===== src/rtl/img_mem_port_arbiter.sv =====
// rtl/img_mem_port_arbiter.sv - burst-locked arbiter sharing the image BRAM port among host, loader and write-back
// Optional per-requester beat/wait counters are built when ARB_PERF_CNT_EN is defined.
module img_mem_port_arbiter #(
    parameter int ADDR_BITS    = 11,
    parameter int N            = 4,
    parameter int MAX_BURST    = 16,
    parameter int STARVE_LIMIT = 8
) (
    input  logic                 clk,
    input  logic                 rst,
    input  logic                 h_req,
    input  logic [ADDR_BITS-1:0] h_addr,
    input  logic [7:0]           h_data,
    output logic                 h_gnt,
    input  logic                 ld_req,
    input  logic [ADDR_BITS-1:0] ld_addr,
    input  logic                 ld_last,
    output logic                 ld_gnt,
    output logic                 ld_rvalid,
    output logic [N*8-1:0]       ld_rdata,
    input  logic                 wb_req,
    input  logic [ADDR_BITS-1:0] wb_addr,
    input  logic [N-1:0]         wb_be,
    input  logic [N*8-1:0]       wb_wdata,
    input  logic                 wb_last,
    output logic                 wb_gnt,
    output logic                 mem_en,
    output logic                 mem_we,
    output logic [ADDR_BITS-1:0] mem_addr,
    output logic [N-1:0]         mem_be,
    output logic [N*8-1:0]       mem_wdata,
    input  logic [N*8-1:0]       mem_rdata,
    output logic [1:0]           owner,
    output logic                 burst_viol
`ifdef ARB_PERF_CNT_EN
    ,
    output logic [2:0][15:0]     perf_beats,
    output logic [2:0][15:0]     perf_wait
`endif
);

    localparam int BC_W = $clog2(MAX_BURST + 1);
    localparam int SC_W = $clog2(STARVE_LIMIT + 1);

    localparam logic [1:0] OWN_H    = 2'd0;
    localparam logic [1:0] OWN_LD   = 2'd1;
    localparam logic [1:0] OWN_WB   = 2'd2;
    localparam logic [1:0] OWN_NONE = 2'd3;

    typedef enum logic {S_ARB, S_GRANT} state_t;

    state_t            r_state;
    state_t            w_next_state;
    logic [1:0]        r_owner;
    logic [1:0]        w_next_owner;
    logic              r_rr_wb;
    logic              w_next_rr_wb;
    logic [BC_W-1:0]   r_beat_cnt;
    logic [SC_W-1:0]   r_starve_cnt;
    logic              r_burst_viol;
    logic              r_rvalid;

    logic              w_lane_pend;
    logic              w_host_win;
    logic              w_beat;
    logic              w_last;
    logic              w_force;
    logic              w_lane_win;

    assign w_lane_pend = ld_req | wb_req;
    assign w_host_win  = h_req && !((r_starve_cnt == SC_W'(STARVE_LIMIT)) && w_lane_pend);

    always_comb begin
        w_next_state = r_state;
        w_next_owner = r_owner;
        w_next_rr_wb = r_rr_wb;
        w_lane_win   = 1'b0;
        w_beat       = 1'b0;
        w_last       = 1'b0;
        w_force      = 1'b0;
        h_gnt        = 1'b0;
        ld_gnt       = 1'b0;
        wb_gnt       = 1'b0;
        mem_en       = 1'b0;
        mem_we       = 1'b0;
        mem_addr     = '0;
        mem_be       = '0;
        mem_wdata    = '0;
        case (r_state)
            S_ARB: begin
                if (w_host_win) begin
                    w_next_owner = OWN_H;
                    w_next_state = S_GRANT;
                end else if (w_lane_pend) begin
                    w_lane_win   = 1'b1;
                    w_next_state = S_GRANT;
                    // Pointer marks the preferred lane; it moves past whichever lane wins.
                    if ((r_rr_wb && wb_req) || !ld_req) begin
                        w_next_owner = OWN_WB;
                        w_next_rr_wb = 1'b0;
                    end else begin
                        w_next_owner = OWN_LD;
                        w_next_rr_wb = 1'b1;
                    end
                end else begin
                    w_next_owner = OWN_NONE;
                end
            end
            S_GRANT: begin
                case (r_owner)
                    OWN_H: begin
                        h_gnt     = h_req;
                        w_beat    = h_req;
                        w_last    = 1'b1;
                        mem_we    = h_req;
                        mem_addr  = h_req ? h_addr : '0;
                        mem_be    = h_req ? N'(1) : '0;
                        mem_wdata = h_req ? (N*8)'(h_data) : '0;
                    end
                    OWN_LD: begin
                        ld_gnt    = ld_req;
                        w_beat    = ld_req;
                        w_last    = ld_last;
                        mem_addr  = ld_req ? ld_addr : '0;
                    end
                    OWN_WB: begin
                        wb_gnt    = wb_req;
                        w_beat    = wb_req;
                        w_last    = wb_last;
                        mem_we    = wb_req;
                        mem_addr  = wb_req ? wb_addr : '0;
                        mem_be    = wb_req ? wb_be : '0;
                        mem_wdata = wb_req ? wb_wdata : '0;
                    end
                    default: ;
                endcase
                mem_en  = w_beat;
                w_force = w_beat && !w_last && (r_beat_cnt == BC_W'(MAX_BURST - 1));
                if (w_beat && (w_last || w_force)) begin
                    w_next_state = S_ARB;
                    w_next_owner = OWN_NONE;
                end
            end
            default: begin
                w_next_state = S_ARB;
                w_next_owner = OWN_NONE;
            end
        endcase
    end

    always_ff @(posedge clk or posedge rst) begin
        if (rst) begin
            r_state      <= S_ARB;
            r_owner      <= OWN_NONE;
            r_rr_wb      <= 1'b0;
            r_beat_cnt   <= '0;
            r_starve_cnt <= '0;
            r_burst_viol <= 1'b0;
            r_rvalid     <= 1'b0;
        end else begin
            r_state      <= w_next_state;
            r_owner      <= w_next_owner;
            r_rr_wb      <= w_next_rr_wb;
            r_burst_viol <= r_burst_viol | w_force;
            r_rvalid     <= ld_gnt;
            if (r_state == S_ARB)
                r_beat_cnt <= '0;
            else if (w_beat)
                r_beat_cnt <= r_beat_cnt + BC_W'(1);
            if (w_lane_win)
                r_starve_cnt <= '0;
            else if (h_gnt && w_lane_pend && (r_starve_cnt != SC_W'(STARVE_LIMIT)))
                r_starve_cnt <= r_starve_cnt + SC_W'(1);
        end
    end

    assign owner      = r_owner;
    assign burst_viol = r_burst_viol;
    assign ld_rvalid  = r_rvalid;
    assign ld_rdata   = r_rvalid ? mem_rdata : '0;

`ifdef ARB_PERF_CNT_EN
    logic [2:0][15:0] r_perf_beats;
    logic [2:0][15:0] r_perf_wait;
    logic [2:0]       w_req_vec;
    logic [2:0]       w_gnt_vec;

    assign w_req_vec = {wb_req, ld_req, h_req};
    assign w_gnt_vec = {wb_gnt, ld_gnt, h_gnt};

    always_ff @(posedge clk or posedge rst) begin
        if (rst) begin
            r_perf_beats <= '0;
            r_perf_wait  <= '0;
        end else begin
            for (int k = 0; k < 3; k++) begin
                if (w_gnt_vec[k] && (r_perf_beats[k] != 16'hFFFF))
                    r_perf_beats[k] <= r_perf_beats[k] + 16'd1;
                if (w_req_vec[k] && !w_gnt_vec[k] && (r_perf_wait[k] != 16'hFFFF))
                    r_perf_wait[k] <= r_perf_wait[k] + 16'd1;
            end
        end
    end

    assign perf_beats = r_perf_beats;
    assign perf_wait  = r_perf_wait;
`endif

endmodule


===== config.mk =====
export PLATFORM = sky130hd
export DESIGN_NAME = img_mem_port_arbiter
export DESIGN_NICKNAME = d
export VERILOG_FILES = /design/src/rtl/img_mem_port_arbiter.sv
export SDC_FILE = /design/constraint.sdc
export NUM_CORES = 1
export LEC_CHECK = 0
export ABC_AREA = 1
export BUFFER_PORTS_ARGS = -buffer_cell sky130_fd_sc_hd__buf_2
export CORE_MARGIN = 4
export CORE_UTILIZATION = 35
export CTS_CLUSTER_SIZE = 28
export DETAILED_ROUTE_END_ITERATION = 8
export PLACE_DENSITY = 0.82
export SLEW_MARGIN = 20
export SYNTH_ARGS = -nofsm -noshare
export SYNTH_HDL_FRONTEND = slang
export SYNTH_SLANG_ARGS = --single-unit

===== constraint.sdc =====
create_clock -name clk -period 1.57 [get_ports clk]
set_input_delay 0.157 -clock clk [delete_from_list [all_inputs] [get_ports clk]]
set_output_delay 0.157 -clock clk [all_outputs]
set_load 0.01 [all_outputs]

Word level (Yosys, flattened, before mapping)
Cells that the tools add are included.
W data, S select, Z words.
{ "totals": {"reg_bits": 15, "in_bits": 116, "output_inout_bits": 88, "wordCells": 80} }
{ "op_classes": {"add_sub_neg": 2, "n_eq_ne": 7, "n_mux": 44, "n_bitwise": 4, "reduce_logical": 16} }
{ "op_table": {"columns": ["cell", "count"], "rows": [
  ["$mux W32", 3],
  ["$pmux W32 S2", 1],
  ["$mux W11", 4],
  ["$pmux W11 S3", 1],
  ["$mux W1", 18],
  ["$mux W4", 4],
  ["$mux W5", 2],
  ["$logic_and A1 B1 Y1", 8],
  ["$mux W2", 4],
  ["$mux W8", 1],
  ["$pmux W4 S2", 1],
  ["$pmux W1 S3", 2],
  ["$add A5 B1 Y5 const B", 1],
  ["$eq A5 B4 Y1 const B", 1],
  ["$add A4 B1 Y4 const B", 1],
  ["$eq A4 B4 Y1 const B", 1],
  ["$ne A4 B4 Y1 const B", 1],
  ["$pmux W1 S2", 2],
  ["$pmux W2 S2", 1],
  ["$logic_not A1 Y1", 3],
  ["$reduce_and A3 Y1", 1],
  ["$eq A2 B1 Y1 const B", 1],
  ["$eq A2 B2 Y1 const B", 1],
  ["$logic_not A2 Y1", 1],
  ["other kinds (6)", 9]
]} }

Longest topological paths before layout
{ "logic_depth": {"ltp_word": 10, "depth_mapped": 10} }

Worst setup path before layout
No wires, ideal clock.
{ "synth_timing": {"kind": "register to output", "startpoint": "register r_owner[1] (netlist: owner[1])", "endpoint": "output mem_wdata[11]", "t_arrival_ns": 1.294, "required_ns": 1.413, "path_slack_ns": 0.119, "path_stages_with_launch": 6, "path_buffers": 1, "path_cell_list": "dfstp_2 -> nand3_4 -> nor2_2 -> inv_2 -> buf_6 -> nor2_1"} }
{ "synth_between": {"elab_chain_cells": 3, "word_cells_on_any_way": 4, "cone_classes": "1 x eq/ne; 2 x mux; 1 x reduce/logical"} }
{ "synth_rtl": {"columns": ["item", "line", "text"], "rows": [
  ["start: declaration", "54", "logic [1:0] r_owner;"],
  ["start signal: assignment", "162", "r_owner <= w_next_owner;"],
  ["$eq A2 B2 Y1 / $logic_not A2 Y1 (equally long branches)", "110", "case (r_owner)"],
  ["$pmux W32 S2 (*)", "110", null],
  ["$mux W32 (*)", "89", "case (r_state)"],
  ["end: declaration", "31", "output logic [N*8-1:0] mem_wdata,"]
]} }
Mark *: on every way between the ends. The rest lies on a longest branch, timed or not.

Worst setup path in the final report
{ "layout_timing": {"startpoint": "register r_owner[1] (netlist: owner[1])", "endpoint": "output mem_wdata[16]"} }
Same word-level chain as after synthesis.

==> metrics.txt <==
gpl congestion=0.830; Setup crit end kind=output pin; crit path DAT=1.68 ns; WL per Instance=14.2 um; Vias=2844; Routed WL=8860 um; Max clock buf depth=2; Tcrit/Tclk final=117%; Max IR drop VDD=0.939 mV; core area=0.00511 sq mm; initial drt markers=116; cell count after synthesis=331; first drt pass iteration count=4; register area share after synthesis=20.5%; first-pass GRT wire length=11500 um; Power per Cell Area=1190 mW/mm^2; Area after DPL=0.00289 sq mm; status=finished, violations left; setup slack after layout=-0.266 ns; failing checks=setup timing; RSZ-0062 raised after global routing=yes; Die ar.=0.00648 sq mm; EDFF count, synth=0; largest net degree at the start of global routing=34; clk_lat worst skew=0.26 ns; type of the most critical hold path=input port to flip-flop; filler cell count=383; number of I/O port buffers=203; Starting Density=36.0%; placed cells=598; clock transition at the registers of the reported paths=0.07 ns; number of antenna violations at the first check in global routing=1; Slew Limit Fails=0; vias in the first global route=2434; post-synthesis cell area=0.00184 sq mm; maxcap violations=0; GRT Resource Usage Total=22.2%; Root Driver=clkbuf_8; die width=80.5 um; setup TNS=-8.03 ns; Final Hold Vio Count=0; Mapped Nets=451; most frequent cells in the layout=182 x buf_2, 109 x nand2_1, 78 x inv_1; Worst Min Path Start=h_req; startpoint types=flip-flop; syn_area_per_cell=5.56 sq um; synth warn=0; Worst Tran Pin Value=0.583 ns; Non-Filler Instances=626; slew margin rel.=61.1%; fin area=0.00358 sq mm; ys async rst share=100%; critical path type=flip-flop to output pin; Register Area=378 sq um; grt total ovfl=0; antenna viol nets, final=0; crit path launch=owner[1]; post-DP HPWL=6150 um; area of the multi-input gates=0.00127 sq mm; DRC viols=0; Die Ht=80.5 um; top_reg_cell synth=dfrtp_1; Lkg Pwr=0.00243 uW; R2R Path Start=owner[0]; IO Count=204; TritonCTS clock tree=yes; Site Rows=26; Max H-tree Level=1; skew final=0.00703 ns; CTS Buf Count=3; Worst Path Required=1.41 ns; P&R area growth vs syn=94.8%; f_max=545 MHz; fin nets=676; share of layout cells above drive strength 1=54.4%; minimum clock period=1.84 ns; clock sink total=15; Synth cell types=30; post-synthesis register bit count=15; Vias/cell=4.54; Max FO, Critical Path=6; most common cell after layout, fill and taps aside=buf_2; # setup viols final=51
==> power breakdown <==
group,internal (uW),switching [uW],leakage [uW],total (uW)
sequential,527,117,0.000193,644
clock,176,148,0.0000255,325
combinational,1410,1870,0.00221,3290
==> area by class of cell <==
cell class                      count  share of cell area (%)
Timing Repair Buffer              228                    38.2
Multi-Input combinational cell    215                    35.6
Sequential cell                    15                    10.5
Timing Repair inverter              4                    1.40
Antenna cell                        1                  0.0699
Clock buffer                        3                    1.15
Tap cell                           70                    2.44
Inverter                           89                    10.4
Clock inverter                      1                   0.140
==> what timing repair did <==
item                                    CTS  global route
resized for setup                        37            80
hold endpoints to repair                 13             0
endpoints found under the setup margin   49            62
gates cloned                              1             3
hold buffers                              1             0
buffers inserted                         13             5
pin swaps                                26            16
==> per-layer routing <==
layer | part of all wire [%] | GRT usage (%) | wire [um] | vias to the layer above
met1 | 34 | 24.1 | 3030 | 1300
met4 | 2.2 | 5.41 | 197 | 0
met2 | 55 | 43.4 | 4860 | 119
li1 | - | - | - | 1406
met5 | 0 | 0 | 0 | -
met3 | 8.6 | 4.15 | 764 | 19
==> state kept, by name, summed over array words and instances, names as in the netlist <==
signal,cells
burst_viol,1
owner,2
r_rr_wb,1
r_beat_cnt,5
r_state,1
ld_rvalid,1
r_starve_cnt,4
==> stage by stage <==
stage / power, uW / worst slack [ns] / util, % / hold slack [ns]
2_1_floorplan: 2140 / 0.119 / - / 0.0570
3_3_place_gp: 2850 / 0.0248 / 56.5 / 0.234
3_5_place_dp: 2910 / -0.00159 / 56.5 / 0.240
4_1_cts: 3720 / -0.158 / 62.5 / 0.244
5_1_grt: 4570 / -0.323 / 70.1 / 0.283
6_report: 4250 / -0.266 / 70.1 / 0.271
==> synthesized netlist by cell type (3+ instances only) <==
cell type / n / area (sq um)
clkbuf_1: 3 / 11.3
nand2_1: 115 / 432
inv_2: 8 / 30.0
nand3_1: 20 / 100
o21ai_0: 5 / 25.0
a22oi_1: 8 / 60.1
ha_1: 4 / 50.1
inv_1: 81 / 304
nand3_4: 3 / 52.6
dfrtp_1: 13 / 325
nor2_2: 4 / 25.0
buf_6: 5 / 56.3
nor2_1: 41 / 154
==> worst max-delay path: stages, from the launching register on <==
cell and delay (ns):
dfstp_2 0.59, nand3_4 0.15, nor2_4 0.14, buf_12 0.19, inv_8 0.06, nor2_1 0.12, buf_2 0.15
==> cell families (layout without fill, tap and decap cells) <==
family                   count (synthesis)  after routing  share of synthesized area (%)
buffers and inverters                  101            325                           23.7
other                                    0              1                              0
AO/OA/AOI/OAI                           18             18                           6.33
adder cells (fa/ha/maj)                  4              4                           2.72
flip-flops                              15             15                           20.5
AND/OR/NAND/NOR                        191            191                           45.7
XOR/XNOR                                 2              2                          0.953
==> worst paths after layout <==
check / endpoint / slack, ns / cells after the start
worst max-delay path: mem_wdata[16] / -0.27 / 6
worst min-delay path: r_state / 0.27 / 3
worst max register to register: r_beat_cnt[1] / 0.01 / 10
worst min register to register: r_beat_cnt[4] / 0.49 / 2
max in group asynchronous: r_starve_cnt[3] / 0.68 / 3
min in group asynchronous: r_beat_cnt[4] / 0.51 / 3
Note: power is estimated with default switching activity, not from simulation.
